File: config.mk
export PLATFORM = sky130hd
export DESIGN_NAME = rv32i_step_sequencer
export DESIGN_NICKNAME = d
export VERILOG_FILES = /design/src/rtl/rv32i_step_sequencer_pkg.sv /design/src/rtl/rv32i_step_sequencer_mem_watchdog.sv /design/src/rtl/rv32i_step_sequencer.sv
export SDC_FILE = /design/constraint.sdc
export NUM_CORES = 1
export LEC_CHECK = 0
export ABC_CLOCK_PERIOD_IN_PS = 2900
export CAP_MARGIN = 40
export CORE_ASPECT_RATIO = 0.6
export CORE_MARGIN = 2
export CORE_UTILIZATION = 40
export DETAILED_ROUTE_END_ITERATION = 8
export PLACE_DENSITY = 0.66
export SYNTH_ARGS = -nofsm -noshare
export SYNTH_HDL_FRONTEND = slang
export SYNTH_SLANG_ARGS = --single-unit
File: constraint.sdc
create_clock -name clk -period 2.9 [get_ports clk]
set_input_delay 0.58 -clock clk [delete_from_list [all_inputs] [get_ports clk]]
set_output_delay 0.58 -clock clk [all_outputs]
set_load 0.01 [all_outputs]
File: src/rtl/rv32i_step_sequencer_pkg.sv
// Shared types and opcode helpers for the RV32I multi-cycle step sequencer.
package rv32i_seq_pkg;

    localparam logic [6:0] OP_OPPI   = 7'b0010011;
    localparam logic [6:0] OP_OPPR   = 7'b0110011;
    localparam logic [6:0] OP_LUI    = 7'b0110111;
    localparam logic [6:0] OP_AUIPC  = 7'b0010111;
    localparam logic [6:0] OP_JAL    = 7'b1101111;
    localparam logic [6:0] OP_JALR   = 7'b1100111;
    localparam logic [6:0] OP_BRANCH = 7'b1100011;
    localparam logic [6:0] OP_LOAD   = 7'b0000011;
    localparam logic [6:0] OP_STORE  = 7'b0100011;

    typedef enum logic [2:0] {
        ST_IDLE   = 3'd0,
        ST_FETCH  = 3'd1,
        ST_DECODE = 3'd2,
        ST_EXEC   = 3'd3,
        ST_MEM    = 3'd4,
        ST_WB     = 3'd5,
        ST_TRAP   = 3'd6
    } seq_state_t;

    // Decoder/branch flags captured at the end of EXEC for use in MEM and WB.
    typedef struct packed {
        logic reg_write;
        logic ram_write;
        logic test_branch;
        logic always_branch;
        logic branch_taken;
    } exec_flags_t;

    function automatic logic opcode_is_legal(input logic [6:0] op);
        logic legal;
        case (op)
            OP_OPPI, OP_OPPR, OP_LUI, OP_AUIPC, OP_JAL,
            OP_JALR, OP_BRANCH, OP_LOAD, OP_STORE: legal = 1'b1;
            default:                               legal = 1'b0;
        endcase
        return legal;
    endfunction

endpackage

File: src/rtl/rv32i_step_sequencer_mem_watchdog.sv
// Memory-stall watchdog: counts unacknowledged request cycles and flags the
// cycle on which the wait would reach MEM_TIMEOUT.
module mem_watchdog #(
    parameter int MEM_TIMEOUT = 255
) (
    input  logic clk,
    input  logic reset,
    input  logic clear,
    input  logic count_en,
    output logic expired
);
    localparam int CNT_W = (MEM_TIMEOUT < 2) ? 1 : $clog2(MEM_TIMEOUT + 1);
    localparam logic [CNT_W-1:0] LAST_WAIT = CNT_W'((MEM_TIMEOUT > 0) ? MEM_TIMEOUT - 1 : 0);

    logic [CNT_W-1:0] count_reg;

    always_ff @(posedge clk or posedge reset) begin
        if (reset) begin
            count_reg <= '0;
        end else if (clear || (MEM_TIMEOUT == 0)) begin
            count_reg <= '0;
        end else if (count_en) begin
            count_reg <= count_reg + 1'b1;
        end
    end

    // Fires while the limit-th waiting cycle is in progress, so an ack in that
    // same cycle still takes priority in the FSM.
    assign expired = (MEM_TIMEOUT != 0) && count_en && (count_reg == LAST_WAIT);

endmodule

File: src/rtl/rv32i_step_sequencer.sv
// Multi-cycle control FSM for the RV32I core: fetch, decode, execute, memory,
// writeback over a single req/ack memory port, with stall watchdog and retire count.
module rv32i_step_sequencer
    import rv32i_seq_pkg::*;
#(
    parameter int dataW       = 32,
    parameter int MEM_TIMEOUT = 255
) (
    input  logic             clk,
    input  logic             reset,
    input  logic             run,
    input  logic [6:0]       opcode,
    input  logic             RegWriteControl,
    input  logic             LinkAddrWrite,
    input  logic             TestBranch,
    input  logic             AlwaysBranch,
    input  logic             RAMWriteControl,
    input  logic             RAMRegRead,
    input  logic             branchTaken,
    input  logic             memAck,
    output logic             memReq,
    output logic             memWrite,
    output logic             memAddrSel,
    output logic             insLoad,
    output logic             RegWriteEn,
    output logic             PCWriteEn,
    output logic             PCBranch,
    output logic             halted,
    output logic             illegal,
    output logic             timeout,
    output logic [dataW-1:0] retired,
    output logic [2:0]       state
);
    seq_state_t       state_reg, state_next;
    exec_flags_t      flags_reg, flags_live, flags_eff;
    logic             mem_req_reg, mem_write_reg, mem_addr_sel_reg;
    logic             reg_write_en_reg, pc_write_en_reg, pc_branch_reg;
    logic             halted_reg, illegal_reg, timeout_reg;
    logic [dataW-1:0] retired_reg;
    logic             wd_expired;
    logic             unused_link;

    // Link-address selection only steers the writeback mux outside this block.
    assign unused_link = LinkAddrWrite;

    mem_watchdog #(
        .MEM_TIMEOUT(MEM_TIMEOUT)
    ) u_watchdog (
        .clk      (clk),
        .reset    (reset),
        .clear    (~mem_req_reg),
        .count_en (mem_req_reg & ~memAck),
        .expired  (wd_expired)
    );

    assign flags_live = '{
        reg_write:     RegWriteControl,
        ram_write:     RAMWriteControl,
        test_branch:   TestBranch,
        always_branch: AlwaysBranch,
        branch_taken:  branchTaken
    };
    // Leaving EXEC the flags are not yet latched, so use the live decoder values.
    assign flags_eff = (state_reg == ST_EXEC) ? flags_live : flags_reg;

    always_comb begin
        state_next = ST_IDLE;
        case (state_reg)
            ST_IDLE:   state_next = run ? ST_FETCH : ST_IDLE;
            ST_FETCH:  state_next = memAck ? ST_DECODE : (wd_expired ? ST_TRAP : ST_FETCH);
            ST_DECODE: state_next = opcode_is_legal(opcode) ? ST_EXEC : ST_TRAP;
            ST_EXEC:   state_next = RAMRegRead ? ST_MEM : ST_WB;
            ST_MEM:    state_next = memAck ? ST_WB : (wd_expired ? ST_TRAP : ST_MEM);
            ST_WB:     state_next = run ? ST_FETCH : ST_IDLE;
            ST_TRAP:   state_next = ST_TRAP;
            default:   state_next = ST_IDLE;
        endcase
    end

    // Outputs are registered from the next state so they are clean Moore signals.
    always_ff @(posedge clk or posedge reset) begin
        if (reset) begin
            state_reg        <= ST_IDLE;
            flags_reg        <= '0;
            mem_req_reg      <= 1'b0;
            mem_write_reg    <= 1'b0;
            mem_addr_sel_reg <= 1'b0;
            reg_write_en_reg <= 1'b0;
            pc_write_en_reg  <= 1'b0;
            pc_branch_reg    <= 1'b0;
            halted_reg       <= 1'b0;
            illegal_reg      <= 1'b0;
            timeout_reg      <= 1'b0;
            retired_reg      <= '0;
        end else begin
            state_reg        <= state_next;
            if (state_reg == ST_EXEC) begin
                flags_reg <= flags_live;
            end
            mem_req_reg      <= (state_next == ST_FETCH) || (state_next == ST_MEM);
            mem_addr_sel_reg <= (state_next == ST_MEM);
            mem_write_reg    <= (state_next == ST_MEM) && flags_eff.ram_write;
            reg_write_en_reg <= (state_next == ST_WB) && flags_eff.reg_write;
            pc_write_en_reg  <= (state_next == ST_WB);
            pc_branch_reg    <= (state_next == ST_WB) &&
                                (flags_eff.always_branch ||
                                 (flags_eff.test_branch && flags_eff.branch_taken));
            halted_reg       <= (state_next == ST_TRAP);
            if ((state_reg == ST_DECODE) && !opcode_is_legal(opcode)) begin
                illegal_reg <= 1'b1;
            end
            if (((state_reg == ST_FETCH) || (state_reg == ST_MEM)) && wd_expired && !memAck) begin
                timeout_reg <= 1'b1;
            end
            if (state_reg == ST_WB) begin
                retired_reg <= retired_reg + 1'b1;
            end
        end
    end

    // Instruction register must capture the data on the acknowledging cycle.
    assign insLoad    = (state_reg == ST_FETCH) && memAck;
    assign memReq     = mem_req_reg;
    assign memWrite   = mem_write_reg;
    assign memAddrSel = mem_addr_sel_reg;
    assign RegWriteEn = reg_write_en_reg;
    assign PCWriteEn  = pc_write_en_reg;
    assign PCBranch   = pc_branch_reg;
    assign halted     = halted_reg;
    assign illegal    = illegal_reg;
    assign timeout    = timeout_reg;
    assign retired    = retired_reg;
    assign state      = state_reg;

endmodule

==> results of run 1 <==
==> through the flow <==
| stage | utilization | setup slack, ns | total power, uW | hold WS (ns) | area, um^2 |
|---|---|---|---|---|---|
| floorplan | - | 0.920 | 1500 | 0.465 | 2660 |
| global placement | 0.536 | 0.444 | 1810 | 0.455 | 3360 |
| detailed placement | 0.536 | 0.426 | 1820 | 0.453 | 3360 |
| CTS | 0.562 | 0.296 | 2440 | 0.468 | 3520 |
| global route | 0.562 | 0.220 | 2580 | 0.505 | 3520 |
| finish | 0.562 | 0.321 | 2410 | 0.466 | 3520 |
==> cell families after synthesis <==
family	after synthesis	share of synthesized area
simple gates	95	0.228
flops	57	0.536
xor+xnor	39	0.128
buf+inv	14	0.0310
compound gates	12	0.0339
mux	7	0.0291
fa+ha+maj	3	0.0141
==> routing by layer <==
layer	GRT usage	up-vias
li1	-	923
met1	0.261	896
met2	0.220	38
met3	0.0541	7
met4	0.0665	0
met5	0	-
==> worst max-delay path, cell delays in order (launching register included) <==
cell	delay, ns
dfrtp_1	0.50
or3b_1	0.47
nor2_1	0.16
clkdlybuf4s50_1	0.56
==> power groups by stage <==
stage	Sequential (uW)	Combinational, uW	Clock, uW
after detailed placement	1080	741	0
final	1060	739	611
after floorplan	1090	415	0
after global placement	1080	731	0
after global routing	1080	811	681
after CTS	1060	745	636
==> worst paths after layout <==
kind                                      endpoint  startpoint  depth (start not counted)  slack, ns
setup / recovery                           insLoad    state[1]                          3       0.32
hold / removal                             timeout     timeout                          1       0.47
setup reg to reg                          memWrite    state[0]                          6       0.97
hold reg to reg                            timeout     timeout                          1       0.47
max in group asynchronous  u_watchdog.count_reg[6]       reset                          3       1.65
min in group asynchronous              retired[21]       reset                          2       0.62
==> layout make-up <==
| class | instances | area (um^2) | share of cell area |
|---|---|---|---|
| multi-input cells | 156 | 1150 | 0.327 |
| flip-flops and latches | 57 | 1430 | 0.405 |
| repair buffers | 66 | 648 | 0.184 |
| well taps | 84 | 105 | 0.0298 |
| inverters | 8 | 30.0 | 0.00852 |
| clock inverters | 6 | 35.0 | 0.00994 |
| clock buffers | 10 | 128 | 0.0362 |
==> cell usage after synthesis <==
cell,count,area share
or2_1,1,0.0024
nor3_1,1,0.0019
and4b_2,1,0.0042
a21oi_1,2,0.0038
o32a_1,1,0.0038
nand2_1,16,0.023
nand2b_1,2,0.0047
a21o_1,1,0.0028
nor4_1,2,0.0047
nor2_1,11,0.016
and4_1,2,0.0066
a21boi_0,1,0.0028
clkbuf_1,1,0.0014
nand3_1,11,0.021
and4_2,2,0.0075
a2111oi_2,1,0.0056
o311ai_1,1,0.0033
nand4_1,10,0.024
xnor2_1,27,0.089
dfrtp_1,57,0.54
a31o_2,1,0.0033
nor2b_1,4,0.0094
or4_4,1,0.0042
and3_1,4,0.0094
and3b_1,1,0.0033
nand4_4,2,0.016
nor3_4,1,0.0061
nor3b_1,3,0.0085
or2_2,2,0.0047
buf_6,3,0.013
or3b_1,1,0.0033
or3b_2,2,0.0066
nor4_2,1,0.0047
nand3b_1,1,0.0028
mux2_2,6,0.025
a211oi_1,1,0.0028
buf_4,2,0.0056
ha_1,3,0.014
and2_1,11,0.026
xor2_1,12,0.039
o21ai_0,3,0.0056
inv_1,8,0.011
mux2i_1,1,0.0038
nor2_4,2,0.0085
==> metrics.md, run 1 <==
| Metric | Value |
|---|---|
| Status | finished clean |
| Pin count of the biggest net entering global routing | 28 |
| Initial antenna violation count | 0 |
| Switching Fraction | 0.322 |
| CTS tree | yes |
| Fillcell total | 569 |
| Die height | 67.2 um |
| Clock transition at path regs | 0.06 ns |
| Max_cap viols | 0 |
| Synthesized area | 2660 um^2 |
| Layout area overhead | 32.4% |
| Share of layout cells above drive strength 1 | 0.142 |
| Initial core utilization | 0.424 |
| Synth warn | 0 |
| Clock tree buffer depth | 2 |
| Vias in the first global route | 1,833 |
| Max Clk Rate | 0.388 GHz |
| Drt via density | 4.82 |
| HPWL Detailed | 4180 um |
| Root Driver | clkbuf_8 |
| Clock period minus worst slack | 2.58 ns |
| RSZ-0062 raised after global routing | false |
| Worst setup EP type | output port |
| Placed Cells | 371 |
| Sequential share of power | 0.441 |
| Met2 WL | 2220 um |
| Final Setup Violations | 0 |
| Net Switching | 777 uW |
| Fin cells | 387 |
| CTS Hold Bufs | 0 |
| CTS H-Tree Depth | 3 |
| CP Data Arrival Time | 2.00 ns |
| Final net count | 319 |
| Combinational Power Share | 0.306 |
| Cell Int Power | 1640 uW |
| Clock Power Share | 0.253 |
| Via count | 1,864 |
| Sink Count | 57 |
| Clk_skew | 0.00696 ns |
| Uppermost layer routed | met4 |
| Synth Area per Inst | 11.7 um^2 |
| Die W | 109 um |
| Power per cell area | 685 nW/um^2 |
| Least-Margin Pin Slew | 0.544 ns |
| Cell variety after synth | 44 |
| Met1 WL | 3040 um |
| Routed Antenna Nets | 0 |
| Synthesized flop and latch total | 57 |
| Most common cell after layout, fill and taps aside | clkdlybuf4s50_1 |
| Post-CTS resize count | 0 |
| Leak pwr | 0.00157 uW |
| Setup repair bufs after CTS | 0 |
| Register area share after synthesis | 0.536 |
| DRT iter0 DRCs | 90 |
| TritonRoute pass-1 iters | 4 |
| Final Max Slew Viols | 0 |
| Fin. Hold Viols | 0 |
| Min-delay worst type | flip-flop to flip-flop |
| Diodes inserted | 0 |
| Core ar. | 6280 um^2 |
| Final setup TNS | 0 ns |
| Most frequent cells in the layout | clkdlybuf4s50_1, dfrtp_1, xnor2_1, nand2_1, xor2_1 |
| Maximum vdd ir drop | 0.430 mV |
| CP Max Fanout | 11 |
| Max-Slew Margin vs Limit | 0.637 |
| Largest register FFs | 32 |
| Post-Synthesis Cells | 227 |
| Die area | 7340 um^2 |
| Grt ovf | 0 |
| Per-cell routed wire length | 14.4 um |
| FP Rows | 22 |
| Clk_lat worst skew | 0.33 ns |
| Period utilisation layout | 0.889 |
| First-pass GRT wire length | 9270 um |
| # DRC | 0 |
| IO Pins | 63 |
| Type of origin of the critical path | flip-flop |
| PortBufs | 61 |
| Final RePlAce weighted congestion | 0.796 |
| TritonCTS buffer count | 9 |
| Met3 wire len | 232 um |
| Post-Syn Nets | 248 |
| Tot GR Track Use | 0.171 |
| Crit path required time | 2.32 ns |
| Drt total wl | 5580 um |
| CP Class | flip-flop to output port |
(Power assumes the default switching activity.)
==> run 2: changes to the inputs <==
--- a/config.mk
+++ b/config.mk
@@ -7,7 +7,7 @@
 export LEC_CHECK = 0
 export ABC_CLOCK_PERIOD_IN_PS = 2900
 export CAP_MARGIN = 40
-export CORE_ASPECT_RATIO = 0.6
+export CORE_ASPECT_RATIO = 1.5
 export CORE_MARGIN = 2
 export CORE_UTILIZATION = 40
 export DETAILED_ROUTE_END_ITERATION = 8
==> run 2 against run 1 <==
  * First-iteration DRC count down 27%
  * Sequential share of layout area fell by 0.24 points
  * Hold slack better by 0.0058 ns
  * Maximum frequency decreased by 2.4%
  * Global-route usage is 1.8 points lower
  * Non-clock buffer count down 2
  * Setup slack worse by 0.063 ns
  * Clock power grew 19%
  * Core utilization decreased by 1.5 points
  * Clock-buffer cell count rose by 1
  * Largest cell class unchanged
==> metrics.md, run 2 (synthesis gave the netlist of run 1 again) <==
| Metric | Value |
|---|---|
| CP Class | flip-flop to output port (unchanged) |
| Vias in the first global route | 1,977 (was 1,833) |
| PortBufs | 61 (unchanged) |
| Final Total Pwr | 2500 uW (was 2410 uW) |
| Period utilisation layout | 0.911 (was 0.889) |
| Crit path required time | 2.32 ns (about the same) |
| Diodes inserted | 0 (unchanged) |
| CTS tree | yes (unchanged) |
| # DRC | 0 (unchanged) |
| Least-Margin Pin Slew | 0.428 ns (was 0.544 ns) |
| Final setup TNS | 0 ns (unchanged) |
| Fillcell total | 596 (was 569) |
| Clock tree buffer depth | 2 (unchanged) |
| Initial antenna violation count | 0 (unchanged) |
| R2R Path Start | state[2] (was state[0]) |
| CTS H-Tree Depth | 3 (unchanged) |
| Post-route cell area | 3550 um^2 (was 3520 um^2) |
| Initial core utilization | 0.410 (was 0.424) |
| Power per cell area | 704 nW/um^2 (was 685 nW/um^2) |
| Max-Slew Margin vs Limit | 0.710 (was 0.637) |
| Max_cap viols | 0 (unchanged) |
| RSZ-0062 raised after global routing | false (unchanged) |
| First-pass GRT wire length | 8890 um (was 9270 um) |
| Fin cells | 377 (was 387) |
| TritonCTS buffer count | 9 (unchanged) |
| Worst setup EP type | output port (unchanged) |
| Grt ovf | 0 (unchanged) |
| Sink Count | 57 (unchanged) |
| CP Data Arrival Time | 2.06 ns (was 2.00 ns) |
| Min-delay worst type | flip-flop to flip-flop (unchanged) |
| Maximum vdd ir drop | 0.470 mV (was 0.430 mV) |
| Root Driver | clkbuf_8 (unchanged) |
| IO Pins | 63 (unchanged) |
| Core ar. | 6490 um^2 (was 6280 um^2) |
| HPWL Detailed | 3760 um (was 4180 um) |
| Fin. Hold Viols | 0 (unchanged) |
| Clock period minus worst slack | 2.64 ns (was 2.58 ns) |
| Clk_lat worst skew | 0.33 ns (about the same) |
| Hold wc startpoint | retired[31] (was timeout) |
| Fin Hold WS | 0.471 ns (was 0.466 ns) |
| CTS Hold Bufs | 0 (unchanged) |
| Most common cell after layout, fill and taps aside | clkdlybuf4s50_1 (unchanged) |
| Setup repair bufs after CTS | 0 (unchanged) |
| Per-cell routed wire length | 13.6 um (was 14.4 um) |
| CP Max Fanout | 12 (was 11) |
| Clk_skew | 0.00801 ns (was 0.00696 ns) |
| Die height | 104 um (was 67.2 um) |
| Routed Antenna Nets | 0 (unchanged) |
| Final net count | 317 (was 319) |
| Final RePlAce weighted congestion | 0.746 (was 0.796) |
| DRT iter0 DRCs | 66 (was 90) |
| TritonRoute pass-1 iters | 4 (unchanged) |
| Share of layout cells above drive strength 1 | 0.136 (was 0.142) |
| Pin count of the biggest net entering global routing | 58 (was 28) |
| Crit path from | state[2] (was state[1]) |
| Die W | 70.6 um (was 109 um) |
| Drt total wl | 5130 um (was 5580 um) |
| Leak pwr | 0.00158 uW (was 0.00157 uW) |
| Final Max Slew Viols | 0 (unchanged) |
| Die area | 7340 um^2 (about the same) |
| Drt via density | 5.02 (was 4.82) |
| Most frequent cells in the layout | clkdlybuf4s50_1, dfrtp_1, xnor2_1, nand2_1, xor2_1 (unchanged) |
| Placed Cells | 361 (was 371) |
| Layout area overhead | 33.2% (was 32.4%) |
| Status | finished clean (unchanged) |
| Type of origin of the critical path | flip-flop (unchanged) |
| Via count | 1,891 (was 1,864) |
| Final Setup Violations | 0 (unchanged) |
| Tot GR Track Use | 0.152 (was 0.171) |
| Clock transition at path regs | 0.06 ns (about the same) |
| FP Rows | 36 (was 22) |
| Largest register FFs | 32 (unchanged) |
| DP Area | 3350 um^2 (was 3360 um^2) |
| Post-CTS resize count | 0 (unchanged) |
| Max Clk Rate | 0.379 GHz (was 0.388 GHz) |
==> run 2: cell count changes in the layout (fill, tap and decap cells not counted) <==
cell / change
clkbuf_8: +1
buf_12: +1
bufinv_16: +1
clkinv_2: -2
buf_4: -3
==> run 2: per-layer routing <==
metal  track usage  routed length, um
met1         0.177               2160
met2         0.268               2690
met3        0.0349                193
met4        0.0606                 91
met5             0                  0
==> run 2: power by group <==
part	internal [uW]	switching [uW]
clock network	417	308
logic	386	311
registers	939	137
==> run 2: layout make-up <==
| class | instances | area [um^2] | area share |
|---|---|---|---|
| Tap cell | 76 | 95.1 | 0.0268 |
| Multi-Input combinational cell | 156 | 1150 | 0.325 |
| Inverter | 8 | 30.0 | 0.00847 |
| Clock inverter | 5 | 55.1 | 0.0155 |
| Sequential cell | 57 | 1430 | 0.402 |
| Timing Repair Buffer | 64 | 646 | 0.182 |
| Clock buffer | 11 | 141 | 0.0399 |
==> run 2: stage by stage <==
step / setup slack (ns) / util
6_report: 0.258 / 0.547
5_1_grt: 0.146 / 0.547
4_1_cts: 0.224 / 0.547
3_5_place_dp: 0.426 / 0.516
3_3_place_gp: 0.446 / 0.516
2_1_floorplan: 0.920 / -
==> run 2: path summary, 6_finish.rpt <==
path	endpoint	slack, ns	cells past startpoint
max	insLoad	0.26	3
min	retired[31]	0.47	1
max reg2reg	retired[31]	0.96	5
min reg2reg	retired[31]	0.47	1
max in group asynchronous	illegal	2.03	3
min in group asynchronous	retired[13]	0.63	3
==> run 2: worst max-delay path: stages, from the launching register on <==
cell	delay, ns
dfrtp_1	0.51
or3b_1	0.49
nor2_1	0.18
clkdlybuf4s50_1	0.56
==> run 3: changes to the inputs <==
==> constraint.sdc (replaced) <==
create_clock -name clk -period 2.9 [get_ports clk]
set_input_delay 0.435 -clock clk [delete_from_list [all_inputs] [get_ports clk]]
set_output_delay 0.435 -clock clk [all_outputs]
set_load 0.01 [all_outputs]
==> run 3 against run 2 <==
  * Hold slack better by 0.0030 ns
  * Register-to-register slack improved by 0.05 ns
  * Sequential cell count stayed put
  * Largest cell class unchanged
==> metrics.md, run 3 (synthesis gave the netlist of run 1 again) <==
| Metric | Value |
|---|---|
| CP Max Fanout | 12 (unchanged) |
| Die height | 104 um (unchanged) |
| PortBufs | 61 (unchanged) |
| CP Data Arrival Time | 2.03 ns (was 2.06 ns) |
| CP Class | flip-flop to output port (unchanged) |
| Power per cell area | 694 nW/um^2 (was 704 nW/um^2) |
| Clock tree buffer depth | 2 (unchanged) |
| # DRC | 0 (unchanged) |
| Max Clk Rate | 0.406 GHz (was 0.379 GHz) |
| Die W | 70.6 um (unchanged) |
| Initial antenna violation count | 0 (unchanged) |
| Fin Hold WS | 0.474 ns (was 0.471 ns) |
| Clk_lat worst skew | 0.33 ns (about the same) |
| Pin count of the biggest net entering global routing | 32 (was 58) |
| PnR worst setup slack | 0.439 ns (was 0.258 ns) |
| Min-delay worst type | flip-flop to flip-flop (unchanged) |
| Max-Slew Margin vs Limit | 0.614 (was 0.710) |
| Drt via density | 5.05 (was 5.02) |
| Multi-input logic area | 1150 um^2 (unchanged) |
| CTS tree | yes (unchanged) |
| Most frequent cells in the layout | clkdlybuf4s50_1, dfrtp_1, xnor2_1, nand2_1 (was clkdlybuf4s50_1, dfrtp_1, xnor2_1, nand2_1, xor2_1) |
| Status | finished clean (unchanged) |
| Final Total Pwr | 2440 uW (was 2500 uW) |
| Largest register FFs | 32 (unchanged) |
| Fillcell total | 602 (was 596) |
| Post-route cell area | 3520 um^2 (was 3550 um^2) |
| Post-CTS resize count | 0 (unchanged) |
| Type of origin of the critical path | flip-flop (unchanged) |
| CTS H-Tree Depth | 3 (unchanged) |
| IO Pins | 63 (unchanged) |
| First-pass GRT wire length | 8850 um (was 8890 um) |
| FP Rows | 36 (unchanged) |
| Worst setup EP type | output port (unchanged) |
| Leak pwr | 0.00157 uW (was 0.00158 uW) |
| Initial core utilization | 0.410 (unchanged) |
| Vias in the first global route | 1,934 (was 1,977) |
| Via count | 1,895 (was 1,891) |
| RSZ-0062 raised after global routing | false (unchanged) |
| Diodes inserted | 0 (unchanged) |
| Root Driver | clkbuf_8 (unchanged) |
| Die area | 7340 um^2 (unchanged) |
| Pre-CTS WS | 0.524 ns (was 0.426 ns) |
| Final RePlAce weighted congestion | 0.771 (was 0.746) |
| Final net count | 316 (was 317) |
| Most common cell after layout, fill and taps aside | clkdlybuf4s50_1 (unchanged) |
| Final Max Slew Viols | 0 (unchanged) |
| Reg area | 1430 um^2 (unchanged) |
| Share of layout cells above drive strength 1 | 0.134 (was 0.136) |
| Routed Antenna Nets | 0 (unchanged) |
| Clock transition at path regs | 0.06 ns (about the same) |
| Sink Count | 57 (unchanged) |
| Layout area overhead | 32.3% (was 33.2%) |
| DRT iter0 DRCs | 81 (was 66) |
| TritonCTS buffer count | 9 (unchanged) |
| Final Setup Violations | 0 (unchanged) |
| Tot GR Track Use | 0.154 (was 0.152) |
| Fin. Hold Viols | 0 (unchanged) |
| Clock period minus worst slack | 2.46 ns (was 2.64 ns) |
| Crit path required time | 2.47 ns (was 2.32 ns) |
| Max_cap viols | 0 (unchanged) |
| DP Area | 3340 um^2 (was 3350 um^2) |
| TritonRoute pass-1 iters | 4 (unchanged) |
| Per-cell routed wire length | 13.7 um (was 13.6 um) |
| Setup repair bufs after CTS | 0 (unchanged) |
| Final setup TNS | 0 ns (unchanged) |
| Drt total wl | 5140 um (was 5130 um) |
| HPWL Detailed | 3800 um (was 3760 um) |
| Period utilisation layout | 0.849 (was 0.911) |
| Grt ovf | 0 (unchanged) |
| CTS Hold Bufs | 0 (unchanged) |
| Maximum vdd ir drop | 0.427 mV (was 0.470 mV) |
| Least-Margin Pin Slew | 0.578 ns (was 0.428 ns) |
| Core ar. | 6490 um^2 (unchanged) |
| Clk_skew | 0.00919 ns (was 0.00801 ns) |
run 3: changes by cell type in the layout (fill, tap and decap cells not counted):
cell | before | now
clkbuf_8 | 10 | 12
clkinvlp_4 | 2 | 0
buf_4 | 2 | 1
bufinv_16 | 1 | 0
clkbuf_1 | 1 | 0
clkinv_2 | 2 | 3
run 3: metal layers:
layer	GRT usage	up-vias	wire, um
li1	-	917	-
met1	0.177	916	2150
met2	0.259	53	2630
met3	0.0475	9	269
met4	0.0728	0	92
met5	0	-	0
run 3: final timing paths:
path / start / to / slack [ns] / cells after the start
worst max-delay path: state[2] / insLoad / 0.44 / 3
worst min-delay path: timeout / timeout / 0.47 / 1
worst max register to register: state[2] / retired[31] / 1.01 / 5
worst min register to register: timeout / timeout / 0.47 / 1
max in group asynchronous: reset / illegal / 1.85 / 3
min in group asynchronous: reset / retired[19] / 0.48 / 2
run 3: final cells by class:
class                   instances  area share
clock buffers                  12      0.0469
clock inverters                 3     0.00426
inverters                       8     0.00853
multi-input cells             156       0.327
flip-flops and latches         57       0.405
well taps                      76      0.0270
repair buffers                 63       0.181
run 3: stage by stage:
| step | std cells | utilization |
|---|---|---|
| finish | 375 | 0.543 |
| global route | 375 | 0.543 |
| CTS | 375 | 0.543 |
| detailed placement | 360 | 0.515 |
| global placement | 360 | 0.515 |
| floorplan | 227 | - |
run 3: power breakdown:
part / internal, uW / switching, uW
Sequential: 939 / 134
Combinational: 385 / 308
Clock: 371 / 308
run 3: critical path: stages, from the launching register on:
cell and delay (ns):
dfrtp_1 0.49, or3b_1 0.49, nor2_1 0.15, clkdlybuf4s50_1 0.56
